**src/rtl/lsu_pkg.sv**
```systemverilog
// Shared types and constants for the load/store unit memory port.
package lsu_pkg;

   localparam int WORD_W = 16;

   typedef enum logic {
      LSU_BYTE = 1'b0,
      LSU_HALF = 1'b1
   } lsu_size_e;

   typedef enum logic [2:0] {
      IDLE   = 3'd0,
      RD     = 3'd1,
      RD_CAP = 3'd2,
      WR     = 3'd3,
      RESP   = 3'd4
   } lsu_state_e;

endpackage

```
**src/rtl/lsu_byte_lane.sv**
```systemverilog
// Little-endian byte lane handling: load extract with sign/zero extension
// and byte merge into an existing word for read-modify-write stores.
module lsu_byte_lane
   import lsu_pkg::*;
(
   input  logic [WORD_W-1:0] word_i,
   input  logic              lane_i,
   input  logic              size_i,
   input  logic              unsigned_i,
   input  logic [7:0]        wbyte_i,
   output logic [WORD_W-1:0] load_o,
   output logic [WORD_W-1:0] merge_o
);

   logic [7:0] w_byte;

   // NOTE: every output gets a value on every path, so no latch can be inferred.
   always_comb begin
      w_byte = lane_i ? word_i[15:8] : word_i[7:0];
      if (size_i == LSU_HALF) begin
         load_o = word_i;
      end else if (unsigned_i) begin
         load_o = {8'h00, w_byte};
      end else begin
         load_o = {{8{w_byte[7]}}, w_byte};
      end
      merge_o = lane_i ? {wbyte_i, word_i[7:0]} : {word_i[15:8], wbyte_i};
   end

endmodule

```
**src/rtl/lsu_mem_port.sv**
```systemverilog
// Load/store initiator: byte-addressed byte/halfword requests to a 16-bit
// word-addressed dmem without byte enables (byte stores use read-modify-write).
module lsu_mem_port
   import lsu_pkg::*;
#(
   parameter int unsigned MEM_WORDS = 8192
) (
   input  logic                clk,
   input  logic                rst_n,
   input  logic                req_valid_i,
   output logic                req_ready_o,
   input  logic                req_we_i,
   input  logic                req_size_i,
   input  logic                req_unsigned_i,
   input  logic [WORD_W-1:0]   req_addr_i,
   input  logic [WORD_W-1:0]   req_wdata_i,
   output logic                rsp_valid_o,
   output logic [WORD_W-1:0]   rsp_rdata_o,
   output logic                rsp_err_o,
   output logic [WORD_W-1:0]   dmem_addr_o,
   output logic [WORD_W-1:0]   dmem_wdata_o,
   output logic                dmem_we_o,
   output logic                dmem_re_o,
   input  logic [WORD_W-1:0]   dmem_rdata_i
);

   lsu_state_e        r_state;
   lsu_state_e        w_next;
   logic              r_we;
   lsu_size_e         r_size;
   logic              r_unsigned;
   logic [WORD_W-1:0] r_addr;
   logic [WORD_W-1:0] r_wdata;
   logic [WORD_W-1:0] r_word;
   logic              r_err;

   logic              w_accept;
   logic              w_bad;
   logic              w_re;
   logic              w_we;
   logic              w_rsp;
   logic [WORD_W-1:0] w_load;
   logic [WORD_W-1:0] w_merge;

   assign w_accept = (r_state == IDLE) && req_valid_i;
   assign w_bad    = (req_size_i && req_addr_i[0]) ||
                     (32'(req_addr_i[15:1]) >= MEM_WORDS);

   always_comb begin
      w_next = r_state;
      unique case (r_state)
         IDLE: begin
            if (req_valid_i) begin
               if (w_bad)                       w_next = RESP;
               else if (req_we_i && req_size_i) w_next = WR;
               else                             w_next = RD;
            end
         end
         RD:      w_next = RD_CAP;
         RD_CAP:  w_next = r_we ? WR : RESP;
         WR:      w_next = RESP;
         RESP:    w_next = IDLE;
         default: w_next = IDLE;
      endcase
   end

   // NOTE: sequential state uses non-blocking assignments; reset is synchronous.
   always_ff @(posedge clk) begin
      if (!rst_n) begin
         r_state    <= IDLE;
         r_we       <= 1'b0;
         r_size     <= LSU_BYTE;
         r_unsigned <= 1'b0;
         r_addr     <= '0;
         r_wdata    <= '0;
         r_word     <= '0;
         r_err      <= 1'b0;
      end else begin
         r_state <= w_next;
         if (w_accept) begin
            r_we       <= req_we_i;
            r_size     <= lsu_size_e'(req_size_i);
            r_unsigned <= req_unsigned_i;
            r_addr     <= req_addr_i;
            r_wdata    <= req_wdata_i;
            r_word     <= '0;
            r_err      <= w_bad;
         end
         if (r_state == RD_CAP) begin
            r_word <= r_we ? w_merge : w_load;
         end
      end
   end

   lsu_byte_lane u_lane (
      .word_i     (dmem_rdata_i),
      .lane_i     (r_addr[0]),
      .size_i     (r_size),
      .unsigned_i (r_unsigned),
      .wbyte_i    (r_wdata[7:0]),
      .load_o     (w_load),
      .merge_o    (w_merge)
   );

   // Outputs are qualified by rst_n so everything is quiet while reset is held,
   // even before the first reset edge has cleared the state register.
   assign w_re = rst_n && (r_state == RD);
   assign w_we = rst_n && (r_state == WR);
   assign w_rsp = rst_n && (r_state == RESP);

   assign req_ready_o  = rst_n && (r_state == IDLE);
   assign dmem_re_o    = w_re;
   assign dmem_we_o    = w_we;
   assign dmem_addr_o  = (w_re || w_we) ? {1'b0, r_addr[15:1]} : '0;
   assign dmem_wdata_o = w_we ? ((r_size == LSU_HALF) ? r_wdata : r_word) : '0;
   assign rsp_valid_o  = w_rsp;
   assign rsp_err_o    = w_rsp && r_err;
   assign rsp_rdata_o  = (w_rsp && !r_err && !r_we) ? r_word : '0;

endmodule

```
**config.mk**
```make
export PLATFORM = sky130hd
export DESIGN_NAME = lsu_mem_port
export DESIGN_NICKNAME = d
export VERILOG_FILES = /design/src/rtl/lsu_pkg.sv /design/src/rtl/lsu_byte_lane.sv /design/src/rtl/lsu_mem_port.sv
export SDC_FILE = /design/constraint.sdc
export NUM_CORES = 1
export LEC_CHECK = 0
export BUFFER_PORTS_ARGS = -buffer_cell sky130_fd_sc_hd__buf_2
export CAP_MARGIN = 0
export CELL_PAD_IN_SITES_DETAIL_PLACEMENT = 1
export CELL_PAD_IN_SITES_GLOBAL_PLACEMENT = 1
export CORE_MARGIN = 5
export CORE_UTILIZATION = 30
export DETAILED_ROUTE_END_ITERATION = 8
export HOLD_SLACK_MARGIN = 0.1
export PLACE_DENSITY_LB_ADDON = 0.1
export SYNTH_ARGS = -nofsm -noshare
export SYNTH_HDL_FRONTEND = slang
export SYNTH_SLANG_ARGS = --single-unit
export TNS_END_PERCENT = 20
```
**constraint.sdc**
```tcl
create_clock -name clk -period 2.48 [get_ports clk]
set_input_delay 0.248 -clock clk [delete_from_list [all_inputs] [get_ports clk]]
set_output_delay 0.248 -clock clk [all_outputs]
set_load 0.005 [all_outputs]
```
* Yosys cells after proc, flatten, opt, wreduce, memory -nomap -nowiden
Index checks and enable logic that the tools add are counted.
Word-level totals: register bits after elaboration 55, latch bits 0, bits in writable memories 0, bits in read-only memories 0, input bits 54, logic and storage cells 46, memories kept 0
Operators by class: add/sub/neg operators 0, multipliers 0, divide/modulo/power cells 0, magnitude comparators 1, equal/unequal tests 5, shift-type cells 0, mux-type cells 16, bitwise operators 0, reduce and logical (&&, ||, !) cells 16
Operators with widths (count):
- 16-bit 2-to-1 mux | 9
- 15-bit by 14-bit greater-or-equal comparator with 1-bit output, second input constant | 1
- 15-bit 2-to-1 mux | 1
- 3-bit one-hot mux with 4 select lines | 1
- 1-bit logical AND | 10
- 3-bit 2-to-1 mux | 3
- 8-bit 2-to-1 mux | 1
- 3-bit by 2-bit equality test with 1-bit output, second input constant | 2
- 3-bit by 1-bit equality test with 1-bit output, second input constant | 1
- 3-bit equality test, second input constant | 1
- 3-bit logical NOT | 1
- 1-bit logical NOT | 2
- 1-bit logical OR | 2
- 2-bit 2-to-1 mux | 1
- 2-bit inequality test, second input constant | 1
- 2-bit nonzero test | 1

* Logic depth before layout (Yosys ltp)
depth in word-level cells 5, mapped depth 7, depth with buffers taken out 4

* By module
From an unflattened synthesis, not the netlist that was laid out.
Unflattened totals: cells, all modules 396, area total of the unflattened synthesis 3271.9 um2
By module, submodules not included:
- lsu_mem_port | times used 1, cells each 347, area an instance 2870.3 um2, sequential area each 1101.1 um2
- lsu_byte_lane | times used 1, cells each 49, area an instance 401.6 um2, sequential area each 0.0 um2

* Worst setup path before layout
No wires, ideal clock.
kind reg-to-output, from reg r_state[2], to out rsp_rdata_o[10], arrival time 1283 ps, setup slack 949 ps, cell stages (with the launch flop) 7, path buffers 2, cell sequence dfxtp_1 > buf_4 > nand2_1 > nor3_2 > nor3b_4 > clkbuf_2 > and2_1
On the way: word-level cells in the longest chain between the ends 5
RTL lines:
- start: declaration | line lsu_mem_port.sv:27 | lsu_state_e r_state;
- start signal: assignment | line lsu_mem_port.sv:79 | r_state <= w_next;
- 3-bit equality test | line lsu_mem_port.sv:109 | assign w_rsp = rst_n && (r_state == RESP);
- 1-bit logical AND | line lsu_mem_port.sv:109
- via rsp_valid_o | line lsu_mem_port.sv:17 | output logic rsp_valid_o,
- 1-bit logical AND (2 in a row) | line lsu_mem_port.sv:118 | assign rsp_rdata_o = (w_rsp && !r_err && !r_we) ? r_word : '0;
- 16-bit 2-to-1 mux | line lsu_mem_port.sv:118
- end: declaration | line lsu_mem_port.sv:18 | output logic [WORD_W-1:0] rsp_rdata_o,
The timed path passes the listed nets, and every way through them passes these cells.

* Worst setup path in the final report
from reg r_state[2], to out rsp_rdata_o[15]
On the way: word-level cells in the longest chain between the ends 5
RTL lines (line):
- 3-bit equality test | lsu_mem_port.sv:109
- 1-bit logical AND | lsu_mem_port.sv:109
- 1-bit logical AND (2 in a row) | lsu_mem_port.sv:118
- 16-bit 2-to-1 mux | lsu_mem_port.sv:118
Every way passes these cells.

==> results <==
- The setup clock skew after layout is 0.00475 ns.
- After detailed routing, the wire length on met1 is 4390 um.
- Of all cell types, the one taking the most synthesized area is sky130_fd_sc_hd__dfxtp_1.
- The number of antenna diodes in the final layout is 0.
- The final critical-path share of the clock period is 88.8%.
- Power spread over the standard cell area amounts to 510 mW/mm^2.
- The first detailed-routing pass took 4 iterations.
- In the layout the commonest cells are sky130_fd_sc_hd__buf_2, sky130_fd_sc_hd__nand2_1, sky130_fd_sc_hd__dfxtp_1.
- TritonCTS built the clock tree.
- The worst ir drop on vdd is 0.240 mV.
- When the netlist entered floorplanning its net count stood at 433.
- The transition at the pin with the smallest max-transition slack is 0.611 ns.
- The slowest stage of the critical path belongs to the cell sky130_fd_sc_hd__dfxtp_1.
- Cells with a size suffix above 1 make up 33.0% of the layout.
- STA classifies the critical path startpoint as a flip-flop.
- The pin count of the biggest net entering global routing is 55.
- For this run, design rule violations remaining after detail routing come to 0.
- The starting density of the core is 30.4%.
- After detailed routing, the number of vias per cell comes to 4.72.
- The clock slew seen by the registers of the worst setup and hold paths is 0.10 ns.
- The initial detailed-routing violation count is 68.
- The area growth from synthesis to layout is 23.1%.
- The first global-routing pass estimated 15400 um of wire.
- The shortest period the worst path allows is 2.20 ns.
- The multi-input combinational cell area is 0.00182 sq mm.
- The gate count after technology mapping is 379.
- The insertion delay of the later-clocked pin in the worst-skew pair is 0.31 ns.
- Global routing used 14.9% of the available tracks across all layers.
- The highest metal layer with signal wires is met4.
- The setup path with the least slack is of type reg2out.
- The sequential cells in the finished layout cover a total of 0.00110 sq mm.
- The most common cell after layout, fill and taps aside is sky130_fd_sc_hd__buf_2.
- The height of the die is 112 um.
- Setup repair after global routing left no endpoint under its margin.
- The post-layout instance count excluding filler cells is 606.
- In this run the clock root is driven by a sky130_fd_sc_hd__clkbuf_8.
- After detailed routing, the met3 layer carries 421 um of wire.
- The total count of max-transition violations in the final report was 0.
- The count of fill cells added during filler insertion is 1325.
- The largest delay contributor family on the critical path is simple AND/OR/NAND/NOR gates.
- The worst setup path is captured at an output pin.
- The placed wire-length estimate after detailed placement is 6850 um.
- For this run the aggregate overflow at the end of global routing stands at 0.
- The quantity of gates resized following cts is 0.
- The path class of the tightest hold or removal check is in2reg.
- The count of final hold-check violations is 0.
- The per-instance average area after synthesis is 8.19 sq um.
- The number of antenna violations at the first check in global routing is 0.
- The yosys synthesis warning count is 0.
- The total core area is 0.0102 sq mm.
- For this run, the slowest stage of the critical path takes 0.62 ns.
- The static leakage power is 1.65 nW.
- The tool flagged a number of max-cap violations equal to 0.
- Data arrives at the worst endpoint at 1.96 ns.
- The count of unique library cells instantiated by Yosys is 36.
- The maximum count of clock buffers along a single path is 2.
- Walking the worst path, the cells encountered are nand2_1 > nor3_2 > nor3b_4 > buf_4 > and2_1 > buf_2.
- The data required time of the worst path is 2.23 ns.
- The flow ran to the end, and the final reports show no timing, DRC or antenna violations.
- The number of global-route vias before repair came to 2964.
- Of all nets on the critical path, the largest fanout is 14.
- 107 I/O pins were placed.
- Summed over its instances, the top area cell type makes up 35.5% of the synthesized netlist area.
- The number of clock buffers added by TritonCTS is 5.
- In this run the number of H-tree levels came out at 2.
- By area the synthesized netlist is led by sky130_fd_sc_hd__dfxtp_1, sky130_fd_sc_hd__nand2_1, sky130_fd_sc_hd__mux2_2.
- The number of rows in the core area is 37.
- The number of hold-repair buffers added at the cts stage is 0.
- The area enclosed by the die boundary is 0.0125 sq mm.
- The via count of the routed design is 2859.
- The achievable frequency is 0.454 GHz.
- The share of the Yosys chip area taken by registers is 35.5%.
- The die width is 112 um.
- After synthesis the cells add up to 0.00311 sq mm.
- Wire segments on met2 add up to 4460 um in the final route.
- The number of buffers and inverters on the critical path is 2.
- The synthesized flop and latch total is 55.
- Once detail routing completed, the nets flagged for antenna violations numbered 0.
- The sum of negative setup slack is 0 ns.
- Setup violations remaining at the end of the flow were counted as 0.
- The net count of the finished layout is 523.
- The routed wire length per instance is 15.4 um.
- The count of buffers inserted at the top-level ports is 105.
- The post-CTS setup buffer count is 0.
- The final wirelength is 9350 um.
- After detailed placement, the design holds a cell count of 598.
- The count of clock tree sinks is 55.
- The placer's final routability congestion estimate is 0.721.
- The worst slew slack as a fraction of its limit is 58.7%.
==> registers in the layout, summed over array words and instances (netlist names) <==
name	flops
r_err	1
r_we	1
r_wdata	16
r_state	3
r_unsigned	1
r_size	1
r_addr	16
r_word	16
==> stage by stage <==
stage	area [sq um]	hold slack, ns	setup WS [ns]	total power, W	util [%]
floorplan	3110	0.383	0.949	0.00123	-
global placement	3710	0.437	0.658	0.00134	36.2
detailed placement	3710	0.441	0.612	0.00135	36.2
CTS	3820	0.152	0.242	0.00199	37.4
global route	3820	0.145	0.137	0.00206	37.4
finish	3820	0.159	0.277	0.00195	37.4
==> routing by layer <==
| metal | global-route usage [%] | up-vias |
|---|---|---|
| li1 | - | 1454 |
| met1 | 19.7 | 1340 |
| met2 | 25.2 | 59 |
| met3 | 3.15 | 6 |
| met4 | 3.16 | 0 |
| met5 | 0 | - |
==> cell type report <==
| class | count | area share, % |
|---|---|---|
| Inverter | 3 | 0.295 |
| Clock buffer | 6 | 2.16 |
| Clock inverter | 2 | 0.916 |
| Timing Repair Buffer | 115 | 15.7 |
| Multi-Input combinational cell | 289 | 47.7 |
| Tap cell | 136 | 4.45 |
| Sequential cell | 55 | 28.8 |
==> tightest hold or removal path, stage by stage <==
cell,delay [ns]
sky130_fd_sc_hd__buf_2,0.09
sky130_fd_sc_hd__nand2_1,0.04
sky130_fd_sc_hd__a21boi_1,0.05
==> path summary, 6_finish.rpt <==
kind | startpoint | to | slack [ns] | cells past startpoint
max | r_state[2] | rsp_rdata_o[15] | 0.28 | 6
min | req_addr_i[10] | r_addr[10] | 0.16 | 3
max reg2reg | r_state[0] | r_wdata[13] | 0.70 | 5
min reg2reg | r_addr[4] | r_addr[4] | 0.45 | 2
==> cell families after synthesis <==
group | after synthesis | share of synthesized area (%)
other | 1 | 0.121
AO/OA/AOI/OAI | 84 | 18.0
AND/OR/NAND/NOR | 163 | 26.2
buffers and inverters | 35 | 6.04
multiplexers | 41 | 14.2
flip-flops | 55 | 35.5
==> power by group <==
group	leakage, nW	total, W	switching, W	internal, W
Clock	0.0612	0.000630	0.000303	0.000327
Combinational	1.13	0.000326	0.000172	0.000153
Sequential	0.452	0.000993	0.0000493	0.000944
==> synth_stat cells <==
cell type / instances
sky130_fd_sc_hd__a41oi_1: 1
sky130_fd_sc_hd__nor2_1: 19
sky130_fd_sc_hd__nand3_1: 8
sky130_fd_sc_hd__mux2_2: 24
sky130_fd_sc_hd__mux2i_1: 17
sky130_fd_sc_hd__a21oi_1: 11
sky130_fd_sc_hd__a21boi_0: 7
sky130_fd_sc_hd__clkbuf_2: 1
sky130_fd_sc_hd__buf_2: 11
sky130_fd_sc_hd__a21boi_1: 28
sky130_fd_sc_hd__nor2b_1: 1
sky130_fd_sc_hd__nor3_2: 2
sky130_fd_sc_hd__o211a_1: 1
sky130_fd_sc_hd__or3_1: 1
sky130_fd_sc_hd__o21ai_0: 17
sky130_fd_sc_hd__nor2_4: 1
sky130_fd_sc_hd__nand2_2: 1
sky130_fd_sc_hd__a31oi_1: 8
sky130_fd_sc_hd__nor4b_4: 1
sky130_fd_sc_hd__inv_1: 3
sky130_fd_sc_hd__buf_4: 7
sky130_fd_sc_hd__nand2b_1: 10
sky130_fd_sc_hd__a22oi_1: 8
sky130_fd_sc_hd__nand2_1: 81
sky130_fd_sc_hd__nor3b_4: 1
sky130_fd_sc_hd__and2_1: 34
sky130_fd_sc_hd__nor3_4: 1
sky130_fd_sc_hd__buf_6: 2
sky130_fd_sc_hd__clkbuf_1: 11
sky130_fd_sc_hd__dfxtp_1: 55
sky130_fd_sc_hd__a211oi_1: 1
sky130_fd_sc_hd__o311ai_0: 1
sky130_fd_sc_hd__o21bai_2: 1
sky130_fd_sc_hd__conb_1: 1
sky130_fd_sc_hd__and3_1: 1
sky130_fd_sc_hd__nand3b_1: 1
Note: power is estimated with default switching activity, not from simulation.
